File: src/rtl/mem_arbiter_if.sv
// Requester-side bus of the ram arbiter: one instance per requester (CPU, DMA).
// The requester uses the master modport, the arbiter the slave modport.
interface mem_arbiter_if #(
  parameter int ADDR_W = 9,
  parameter int DATA_W = 32
);
  logic              req;
  logic              we;
  logic [ADDR_W-1:0] addr;
  logic [DATA_W-1:0] wdata;
  logic              ack;
  logic [DATA_W-1:0] rdata;

  modport master (output req, we, addr, wdata, input ack, rdata);
  modport slave  (input req, we, addr, wdata, output ack, rdata);
endinterface

File: src/rtl/mem_arbiter.sv
// Two-requester arbiter for the single-port 512x32 ram: one-cycle strobes, registered rdata, one-cycle ack.
// Optional macro MEM_ARB_RR_EN selects round-robin tie-breaking instead of fixed CPU priority.
module mem_arbiter #(
  parameter int ADDR_W = 9,
  parameter int DATA_W = 32
) (
  input  logic              clock,
  input  logic              reset_n,
  mem_arbiter_if.slave      cpu,
  mem_arbiter_if.slave      dma,
  output logic              ram_read,
  output logic              ram_write,
  output logic [ADDR_W-1:0] ram_addr,
  output logic [DATA_W-1:0] ram_wdata,
  input  logic [DATA_W-1:0] ram_rdata,
  output logic              busy
);

  typedef enum logic [1:0] {IDLE, ISSUE, CAPTURE, ACK} state_t;

  state_t            state;
  logic              win_dma;
  logic              lat_we;
  logic              grant_dma;
  logic              cpu_ack_q;
  logic              dma_ack_q;
  logic [DATA_W-1:0] cpu_rdata_q;
  logic [DATA_W-1:0] dma_rdata_q;

`ifdef MEM_ARB_RR_EN
  // last_grant: 1 = CPU was granted last; reset value 0 means DMA, so CPU wins the first tie.
  logic last_grant;
  always_comb grant_dma = dma.req & (~cpu.req | last_grant);
`else
  always_comb grant_dma = dma.req & ~cpu.req;
`endif

  assign cpu.ack   = cpu_ack_q;
  assign dma.ack   = dma_ack_q;
  assign cpu.rdata = cpu_rdata_q;
  assign dma.rdata = dma_rdata_q;

  always_ff @(posedge clock or negedge reset_n) begin
    if (!reset_n) begin
      state       <= IDLE;
      win_dma     <= 1'b0;
      lat_we      <= 1'b0;
      ram_read    <= 1'b0;
      ram_write   <= 1'b0;
      ram_addr    <= '0;
      ram_wdata   <= '0;
      cpu_ack_q   <= 1'b0;
      dma_ack_q   <= 1'b0;
      cpu_rdata_q <= '0;
      dma_rdata_q <= '0;
      busy        <= 1'b0;
`ifdef MEM_ARB_RR_EN
      last_grant  <= 1'b0;
`endif
    end else begin
      // NOTE: pulse outputs default low here so every state only states when they fire; a single-cycle strobe needs no explicit clear.
      ram_read  <= 1'b0;
      ram_write <= 1'b0;
      cpu_ack_q <= 1'b0;
      dma_ack_q <= 1'b0;

      case (state)
        IDLE: begin
          if (cpu.req || dma.req) begin
            win_dma   <= grant_dma;
            lat_we    <= grant_dma ? dma.we : cpu.we;
            ram_addr  <= grant_dma ? dma.addr : cpu.addr;
            ram_wdata <= grant_dma ? dma.wdata : cpu.wdata;
            ram_write <= grant_dma ? dma.we : cpu.we;
            ram_read  <= grant_dma ? ~dma.we : ~cpu.we;
            busy      <= 1'b1;
            state     <= ISSUE;
`ifdef MEM_ARB_RR_EN
            last_grant <= ~grant_dma;
`endif
          end
        end
        ISSUE: begin
          if (lat_we) begin
            cpu_ack_q <= ~win_dma;
            dma_ack_q <= win_dma;
            state     <= ACK;
          end else begin
            state <= CAPTURE;
          end
        end
        CAPTURE: begin
          // ram_rdata became valid at the edge that closed ISSUE; only the winner's copy moves.
          if (win_dma) dma_rdata_q <= ram_rdata;
          else         cpu_rdata_q <= ram_rdata;
          cpu_ack_q <= ~win_dma;
          dma_ack_q <= win_dma;
          state     <= ACK;
        end
        ACK: begin
          busy  <= 1'b0;
          state <= IDLE;
        end
        default: begin
          busy  <= 1'b0;
          state <= IDLE;
        end
      endcase
    end
  end

endmodule
File: src/flat_wrapper.sv
// flat-port wrapper written by rule: the top's interface ports become plain ports
module mem_arbiter_flat 
#(
  parameter int ADDR_W = 9,
  parameter int DATA_W = 32
)
  (clock, reset_n, ram_read, ram_write, ram_addr, ram_wdata, ram_rdata, busy, cpu_req, cpu_we, cpu_addr, cpu_wdata, cpu_ack, cpu_rdata, dma_req, dma_we, dma_addr, dma_wdata, dma_ack, dma_rdata);
  mem_arbiter_if #(.ADDR_W(ADDR_W), .DATA_W(DATA_W)) cpu_i ();
  mem_arbiter_if #(.ADDR_W(ADDR_W), .DATA_W(DATA_W)) dma_i ();
  input  logic clock;
  input  logic reset_n;
  output logic ram_read;
  output logic ram_write;
  output logic [ADDR_W-1:0] ram_addr;
  output logic [DATA_W-1:0] ram_wdata;
  input  logic [DATA_W-1:0] ram_rdata;
  output logic busy;
  input wire logic [$bits(cpu_i.req)-1:0] cpu_req;
  input wire logic [$bits(cpu_i.we)-1:0] cpu_we;
  input wire logic [$bits(cpu_i.addr)-1:0] cpu_addr;
  input wire logic [$bits(cpu_i.wdata)-1:0] cpu_wdata;
  output wire logic [$bits(cpu_i.ack)-1:0] cpu_ack;
  output wire logic [$bits(cpu_i.rdata)-1:0] cpu_rdata;
  input wire logic [$bits(dma_i.req)-1:0] dma_req;
  input wire logic [$bits(dma_i.we)-1:0] dma_we;
  input wire logic [$bits(dma_i.addr)-1:0] dma_addr;
  input wire logic [$bits(dma_i.wdata)-1:0] dma_wdata;
  output wire logic [$bits(dma_i.ack)-1:0] dma_ack;
  output wire logic [$bits(dma_i.rdata)-1:0] dma_rdata;
  assign cpu_i.req = cpu_req;
  assign cpu_i.we = cpu_we;
  assign cpu_i.addr = cpu_addr;
  assign cpu_i.wdata = cpu_wdata;
  assign cpu_ack = cpu_i.ack;
  assign cpu_rdata = cpu_i.rdata;
  assign dma_i.req = dma_req;
  assign dma_i.we = dma_we;
  assign dma_i.addr = dma_addr;
  assign dma_i.wdata = dma_wdata;
  assign dma_ack = dma_i.ack;
  assign dma_rdata = dma_i.rdata;
  mem_arbiter #(.ADDR_W(ADDR_W), .DATA_W(DATA_W)) u_core (.clock(clock), .reset_n(reset_n), .cpu(cpu_i), .dma(dma_i), .ram_read(ram_read), .ram_write(ram_write), .ram_addr(ram_addr), .ram_wdata(ram_wdata), .ram_rdata(ram_rdata), .busy(busy));
endmodule
File: config.mk
export PLATFORM = sky130hd
export DESIGN_NAME = mem_arbiter_flat
export DESIGN_NICKNAME = d
export VERILOG_FILES = /design/src/rtl/mem_arbiter_if.sv /design/src/rtl/mem_arbiter.sv /design/src/flat_wrapper.sv
export SDC_FILE = /design/constraint.sdc
export NUM_CORES = 1
export LEC_CHECK = 0
export CORE_ASPECT_RATIO = 0.6
export CORE_MARGIN = 4
export CORE_UTILIZATION = 35
export CTS_CLUSTER_SIZE = 12
export DETAILED_ROUTE_END_ITERATION = 12
export PLACE_DENSITY = 0.81
export SLEW_MARGIN = 20
export SYNTH_ARGS = -nofsm -noshare
export SYNTH_HDL_FRONTEND = slang
export SYNTH_SLANG_ARGS = --single-unit
File: constraint.sdc
create_clock -name clock -period 1.69 [get_ports clock]
set_input_delay 0.507 -clock clock [delete_from_list [all_inputs] [get_ports clock]]
set_output_delay 0.507 -clock clock [all_outputs]
set_load 0.02 [all_outputs]
# Yosys cells after proc, flatten, opt, wreduce, memory -nomap -nowiden
# Cells that the tools add are included.
[totals] output_inout_bits=110 elab_cells=45 register_bits=114
[op_classes] bitwise_logic=5 n_eq_ne=4 mux=17 reduce_logical=7
[op_table] op="two-way mux 32 bit" count=1
[op_table] op="two-way mux 1 bit" count=10
[op_table] op="two-way mux 9 bit" count=1
[op_table] op="one-hot mux 2 bit (4 select lines)" count=1
[op_table] op="AND reduction 2 bit" count=4
[op_table] op="one-hot mux 1 bit (2 select lines)" count=3
[op_table] op="equality test 2 bit (second input constant)" count=2
[op_table] op="inverter 1 bit" count=4
[op_table] op="equality test 2 x 1 -> 1 bit (second input constant)" count=1
[op_table] op="logical NOT 2 bit" count=1
[op_table] op="two-way mux 2 bit" count=1
[op_table] op="inequality test 2 x 1 -> 1 bit (second input constant)" count=1
[op_table] op="nonzero test 2 bit" count=1
[op_table] op="AND 1 bit" count=1
[op_table] op="logical OR 1 bit" count=1

# Logic depth before layout (Yosys ltp)
# Gate-level depths: netlist of run 1.
[depth] ltp_word=5 depth_mapped=7 mapped_depth_nobuf=5

# Worst setup path after synthesis of run 1
# OpenSTA, ideal clock, no wires.
[synth_timing] path_type="reg2reg" from="register u_core.state[0]" to="register u_core.cpu_rdata_q[0] (netlist: u_core.cpu.rdata[0])" path_slack_ns=0.115 setup_time_ns=0.125 path_buffers=2 arrival_ns=1.450 synth_period_minus_slack_ns=1.575 required_ns=1.565 path_stages_with_launch=7 cell_sequence="dfrtp_1 inv_1 ha_1 nor2b_1 clkbuf_2 clkbuf_8 mux2_2"
[synth_between] elab_chain_len=2
[synth_rtl] element="from (decl)" line="mem_arbiter.sv:21" rtl="state_t state;"
[synth_rtl] element="from (signal assigned)" line="mem_arbiter.sv:45" rtl="state <= IDLE;"
[synth_rtl] element="from (signal assigned)" line="mem_arbiter.sv:77" rtl="state <= ISSUE;"
[synth_rtl] element="from (signal assigned)" line="mem_arbiter.sv:87" rtl="state <= ACK;"
[synth_rtl] element="equality test 2 bit" line="mem_arbiter.sv:67" rtl="case (state)"
[synth_rtl] element="AND reduction 2 bit (no line)"
[synth_rtl] element="to (signal assigned)" line="mem_arbiter.sv:95" rtl="else cpu_rdata_q <= ram_rdata;"
[synth_rtl] element="to (decl)" line="mem_arbiter.sv:27" rtl="logic [DATA_W-1:0] cpu_rdata_q;"
# No other way between the ends.
# A chain may end at the register's enable or synchronous reset.

# Worst setup path in the final report of run 1
[layout_timing] from="register u_core.ram_wdata[1]" to="output ram_wdata[1]"
[layout_rtl] element="from (decl)" line="mem_arbiter.sv:14" rtl="output logic [DATA_W-1:0] ram_wdata,"
[layout_rtl] element="from (signal assigned)" line="mem_arbiter.sv:73" rtl="ram_wdata <= grant_dma ? dma.wdata : cpu.wdata;"
[layout_rtl] element="to (decl)" line="flat_wrapper.sv:15" rtl="output logic [DATA_W-1:0] ram_wdata;"
# No word-level cell between the ends.

==> results of run 1 <==
[logic make-up after synthesis]
| group | after synthesis | share of synthesized area, % |
|---|---|---|
| AO/OA/AOI/OAI | 92 | 11.4 |
| AND/OR/NAND/NOR | 57 | 4.93 |
| multiplexers | 65 | 16.2 |
| flip-flops | 114 | 62.4 |
| buffers and inverters | 30 | 3.99 |
| adder cells (fa/ha/maj) | 4 | 1.09 |
[flip-flops by register name, summed over array words and instances (netlist names)]
name	cells
u_core.busy	1
u_core.cpu.ack	1
u_core.cpu.rdata	32
u_core.dma.ack	1
u_core.dma.rdata	32
u_core.lat_we	1
u_core.ram_addr	9
u_core.ram_read	1
u_core.ram_wdata	32
u_core.ram_write	1
u_core.state	2
u_core.win_dma	1
[cell usage after synthesis, types with 2 or more instances]
master / count / area (µm²)
buf_6: 4 / 45.0
ha_1: 4 / 50.1
nand2_1: 5 / 18.8
dfrtp_1: 114 / 2850
a21oi_1: 46 / 230
mux2_2: 63 / 709
inv_1: 3 / 11.3
buf_2: 14 / 70.1
nor2_1: 46 / 173
o22ai_1: 41 / 257
mux2_4: 2 / 30.0
clkbuf_1: 3 / 11.3
nand3_1: 2 / 10.0
o21a_1: 2 / 15.0
buf_4: 3 / 22.5
[power by group]
| part | switching (W) | internal (W) |
|---|---|---|
| sequential | 0.000696 | 0.00411 |
| clock | 0.00129 | 0.00242 |
| combinational | 0.00371 | 0.00297 |
[stage by stage]
step	instance area (µm²)	util, %	TNS [ns]
after global routing	7590	59.2	-0.0151
after CTS	7580	59.2	0
after floorplan	4570	-	0
after global placement	7100	55.4	-3.19
after detailed placement	7100	55.4	-7.08
final	7590	59.2	0
[worst max-delay path by stage]
stage                                             endpoint  slack (ns)                       startpoint  depth (start not counted)
after detailed placement  u_core.ram_wdata[21]$_DFFE_PN0P_       -0.26                          cpu_req                          6
after global placement         u_core.state[1]$_DFFE_PN0P_       -0.09                          dma_req                          5
after floorplan            u_core.cpu.rdata[0]$_DFFE_PN0P_        0.11      u_core.state[0]$_DFFE_PN0P_                          6
final                                         ram_wdata[1]        0.06  u_core.ram_wdata[1]$_DFFE_PN0P_                          1
after global routing      u_core.ram_wdata[21]$_DFFE_PN0P_      -0.008      u_core.state[1]$_DFFE_PN0P_                          6
after CTS                                             busy        0.02          u_core.busy$_DFFE_PN0P_                          1
[final cells by class]
| class | count | share of cell area, % |
|---|---|---|
| clock buffers | 19 | 5.97 |
| inverters | 4 | 0.198 |
| well taps | 170 | 2.80 |
| flip-flops and latches | 114 | 37.6 |
| clock inverters | 13 | 2.29 |
| multi-input cells | 218 | 20.4 |
| repair buffers | 243 | 30.8 |
[routing by layer]
layer	up-vias	part of all wire, %	wire length (µm)	GRT usage, %
li1	1781	-	-	-
met1	1850	41	5460	21.0
met5	-	0	0	0
met2	123	50	6760	30.5
met4	0	2.0	274	6.70
met3	23	6.7	891	4.98
==> results.cfg, run 1 <==
[worst_setup_path]
reg2reg_to = u_core.ram_wdata[21]$_DFFE_PN0P_
reg2reg_depth = 6
slowest_delay_ns = 0.40
critPathMaxFanout = 2
worst-setup-path-type = reg2out
crit_buf_inv = 1
r2r_slack_ns = 0.10
cp_slowest_cell = dfrtp_1
crit_family = flip-flops
cp.arrival_ns = 1.12
worstPathCellList = dlygate4sd2_1
r2r_start = u_core.state[1]$_DFFE_PN0P_
critPathLaunchType = register
required_ns = 1.18
cp-end-kind = output port

[routing]
detail_route.iter0.violations = 152
vias_per_cell = 4.84
wirelength_mm = 13.4
ant_nets = 0
drt_pre_antenna_iters = 4
num_vias = 3777
drc_errors = 0
wl_per_cell_um = 17.1

[clock_tree]
numCtsBuffers = 17
cts_tree = yes
path_clk_slew_ns = 0.06
root_buffer = clkbuf_16
postCtsSetupBuffers = 0
max-clock-path-buffers = 2
cts_htree_levels = 4
clock_sinks = 114
post_cts_resized = 110
clk_latency_ns = 0.40
cts_hold_buf = 0

[global_routing]
grt_antenna_before_repair = 0
grt_pass1_vias = 4233
grt_overflow = 0
grt_max_degree = 82
grt_pass1_wl_mm = 20.9
grt_usage_pct = 17.5

[cells_and_area]
seqCellArea_mm2 = 0.00285
num-fill-cells = 1072
nNetsFinal = 722
antennaDiodeCount = 0
multi_input_area_mm2 = 0.00155
layout-drive-gt1-share_pct = 18.7
fin_cells = 781
area_growth_pct = 65.9
layout_commonest_cell = clkdlybuf4s50_1
final_cell_mix = clkdlybuf4s50_1 (118), dfrtp_1 (114), dlygate4sd2_1 (109)

[yosys]
synth-seq-cells = 114
yosysWarnings = 0
syn_area_mm2 = 0.00457
syn-instance-count = 362
synth_cell_types = 25
syn_area_per_cell_um2 = 12.6
ys_seq_area_share_pct = 62.4
synth_edf_count = 0
yosys_most_used_dff = dfrtp_1
ys_async_sr_fraction_pct = 100
syn-num-nets = 486

[floorplanning]
dieArea_mm2 = 0.0150
pin_count = 230
core_region_area_mm2 = 0.0128
die_y_um = 96.5
rows = 32
die_w_um = 156
start_util_pct = 35.7

[sta]
fin_skew_ns = 0.00950
finalWorstSetupSlack_ns = 0.0600
slew-limit-headroom_pct = 69.8
slew_violations = 0
final_hold_viol_count = 0
setup_viol = 0
whs_ns = 0.130
clock.fmax_mhz = 613
period_needed_ns = 1.63
max_slew.worst_pin.slew_ns = 0.453
fin_crit_sh_pct = 96.5

[min_path]
holdCritPathClass = in2async

[placement]
dp_worst_setup_slack_ns = -0.257
hpwl_mm = 10.0
place.gp.congestion = 0.812
io_buffer_count = 229
place_inst = 749

[job]
drv_cap = 0

[status]
status = finished clean

[pwr]
p_leak_nw = 3.28
peakVddDrop_uv = 844
powerDensity_mw_per_mm2 = 2000
totalPowerFinal_w = 0.0152
Power figures use the tool's default switching activity.
==> run 2: changes to the inputs <==
SETUP_SLACK_MARGIN = 0.4   (was default)
==> run 2 against run 1 <==
Effect of this change:
- die area unchanged
- via count up 19%
- wire length up 38%
- sequential power up 9.2%
- worst hold slack better by 0.40 ns
- first-iteration DRC count up 39%
- global-route usage up 2.8 points
- clock skew down 0.0023 ns
- cell count up 13%
- critical path depth up 4
==> results.cfg, run 2 (synthesized netlist as in run 1, its figures left out) <==
[status]
status = finished clean

[global_routing]
grt_usage_pct = 20.3
grt_pass1_vias = 4484
grt_overflow = 0
grt_antenna_before_repair = 0
grt_max_degree = 39
grt_pass1_wl_mm = 23.7

[clock_tree]
clock_sinks = 114
clk_latency_ns = 0.40
numCtsBuffers = 17
max-clock-path-buffers = 2
path_clk_slew_ns = 0.05
root_buffer = clkbuf_16
cts_htree_levels = 4
cts_tree = yes

[routing]
num_vias = 4499
vias_per_cell = 5.08
wirelength_mm = 18.4
drt_pre_antenna_iters = 5
detail_route.iter0.violations = 212
ant_nets = 0
wl_per_cell_um = 20.8
drc_errors = 0

[worst_setup_path]
crit_family = flip-flops
r2r_slack_ns = 0.16
worstPathCellList = ha_4 > buf_4 > nand2_8 > clkbuf_16 > mux2_2
crit_buf_inv = 2
required_ns = 1.97
reg2reg_depth = 5
cp-end-kind = register
critPathMaxFanout = 8
critPathLaunchType = register
cp.arrival_ns = 1.81
slowest_delay_ns = 0.44
worst-setup-path-type = reg2reg
cp.depth = 5
cp_slowest_cell = dfrtp_2

[cells_and_area]
area_growth_pct = 107
nNetsFinal = 826
layout_commonest_cell = buf_6
final_cell_mix = buf_6 (117), clkdlybuf4s50_1 (116), dfrtp_1 (113)
seqCellArea_mm2 = 0.00285
multi_input_area_mm2 = 0.00196
antennaDiodeCount = 0
fin_util_pct = 73.9
num-fill-cells = 820
layout-drive-gt1-share_pct = 50.9

[sta]
fin_crit_sh_pct = 90.5
period_needed_ns = 1.53
final_hold_viol_count = 0
slew-limit-headroom_pct = 74.2
slew_violations = 0
fin_skew_ns = 0.00716
setup_viol = 0
rsz0062_at_grt = yes
max_slew.worst_pin.slew_ns = 0.388
finalWorstSetupSlack_ns = 0.161
clock.fmax_mhz = 654

[pwr]
p_switching_w = 0.00738
peakVddDrop_uv = 1070
power_frac_comb_pct = 56.4
pwr-share-seq_pct = 25.2
powerDensity_mw_per_mm2 = 2190
p_clk_share_pct = 18.4
p_int_w = 0.0134
swShare_pct = 35.5
p_leak_nw = 4.30

[placement]
io_buffer_count = 229
hpwl_mm = 10.5
dp_worst_setup_slack_ns = -0.187
place.gp.congestion = 0.790

[floorplanning]
start_util_pct = 35.7
die_y_um = 96.5
pin_count = 230
dieArea_mm2 = 0.0150
rows = 32
core_region_area_mm2 = 0.0128
die_w_um = 156

[job]
drv_cap = 0

[min_path]
whs_path_depth = 1
holdCritPathClass = reg2reg
## run 2: cell types whose count changed in the layout (fill, tap and decap cells not counted), moves of 9 or more
cell,delta
buf_4,+73
mux2_4,+52
mux2_2,-52
a21oi_1,-9
nor2_2,+10
nor2_1,-15
buf_6,+117
dlygate4sd2_1,-107
## run 2: area by class of cell
cell class              count  share of cell area, %
repair buffers            347                   40.0
well taps                 170                   2.25
clock inverters            15                   2.21
clock buffers              17                   4.49
multi-input cells         218                   20.7
flip-flops and latches    114                   30.2
inverters                   4                  0.172
## run 2: power groups by stage
stage | sequential, W | clock, W | combinational [W]
2_1_floorplan | 0.00643 | 0 | 0.00249
3_3_place_gp | 0.00482 | 0 | 0.00757
3_5_place_dp | 0.00491 | 0 | 0.00778
4_1_cts | 0.00514 | 0.00388 | 0.00956
5_1_grt | 0.00537 | 0.00402 | 0.0122
6_report | 0.00524 | 0.00382 | 0.0117
## run 2: through the flow
step / setup TNS (ns) / hold slack (ns) / area [µm²] / total power (W) / cells
after global placement: -3.22 / 0.433 / 7180 / 0.0124 / 754
after detailed placement: -6.21 / 0.433 / 7180 / 0.0127 / 754
after floorplan: 0 / 0.211 / 4650 / 0.00892 / 362
final: 0 / 0.534 / 9460 / 0.0208 / 885
after CTS: 0 / 0.532 / 8600 / 0.0186 / 833
after global routing: 0 / 0.548 / 9460 / 0.0216 / 885
## run 2: worst paths after layout
kind / startpoint / end
setup / recovery: u_core.state[1]$_DFFE_PN0P_ / u_core.dma.rdata[27]$_DFFE_PN0P_
hold / removal: u_core.dma.rdata[12]$_DFFE_PN0P_ / u_core.dma.rdata[12]$_DFFE_PN0P_
setup reg to reg: u_core.state[1]$_DFFE_PN0P_ / u_core.dma.rdata[27]$_DFFE_PN0P_
hold reg to reg: u_core.dma.rdata[12]$_DFFE_PN0P_ / u_core.dma.rdata[12]$_DFFE_PN0P_
max in group asynchronous: reset_n / u_core.cpu.rdata[0]$_DFFE_PN0P_
min in group asynchronous: reset_n / u_core.dma.rdata[2]$_DFFE_PN0P_
## run 2: repair_timing
item,in CTS,in global routing
cloned,7,10
hold buffers,1,0
setup buffers,39,42
pin swaps,0,7
endpoints found under the hold margin,8,0
endpoints found under the setup margin,220,222
gates resized for setup,701,81
## run 2: routing by layer
metal  track usage (%)  up-vias  share of wire [%]
met5                 0        -                  0
met4              7.06        0                1.6
met3              5.03       27                7.9
met2              35.4      189                 50
met1              25.0     2291                 40
li1                  -     1992                  -
==> run 3: changes to the inputs <==
CTS_CLUSTER_DIAMETER = 100   (was default)
==> results of run 3 <==
Final layout, timing and power as in run 2 (identical DEF).
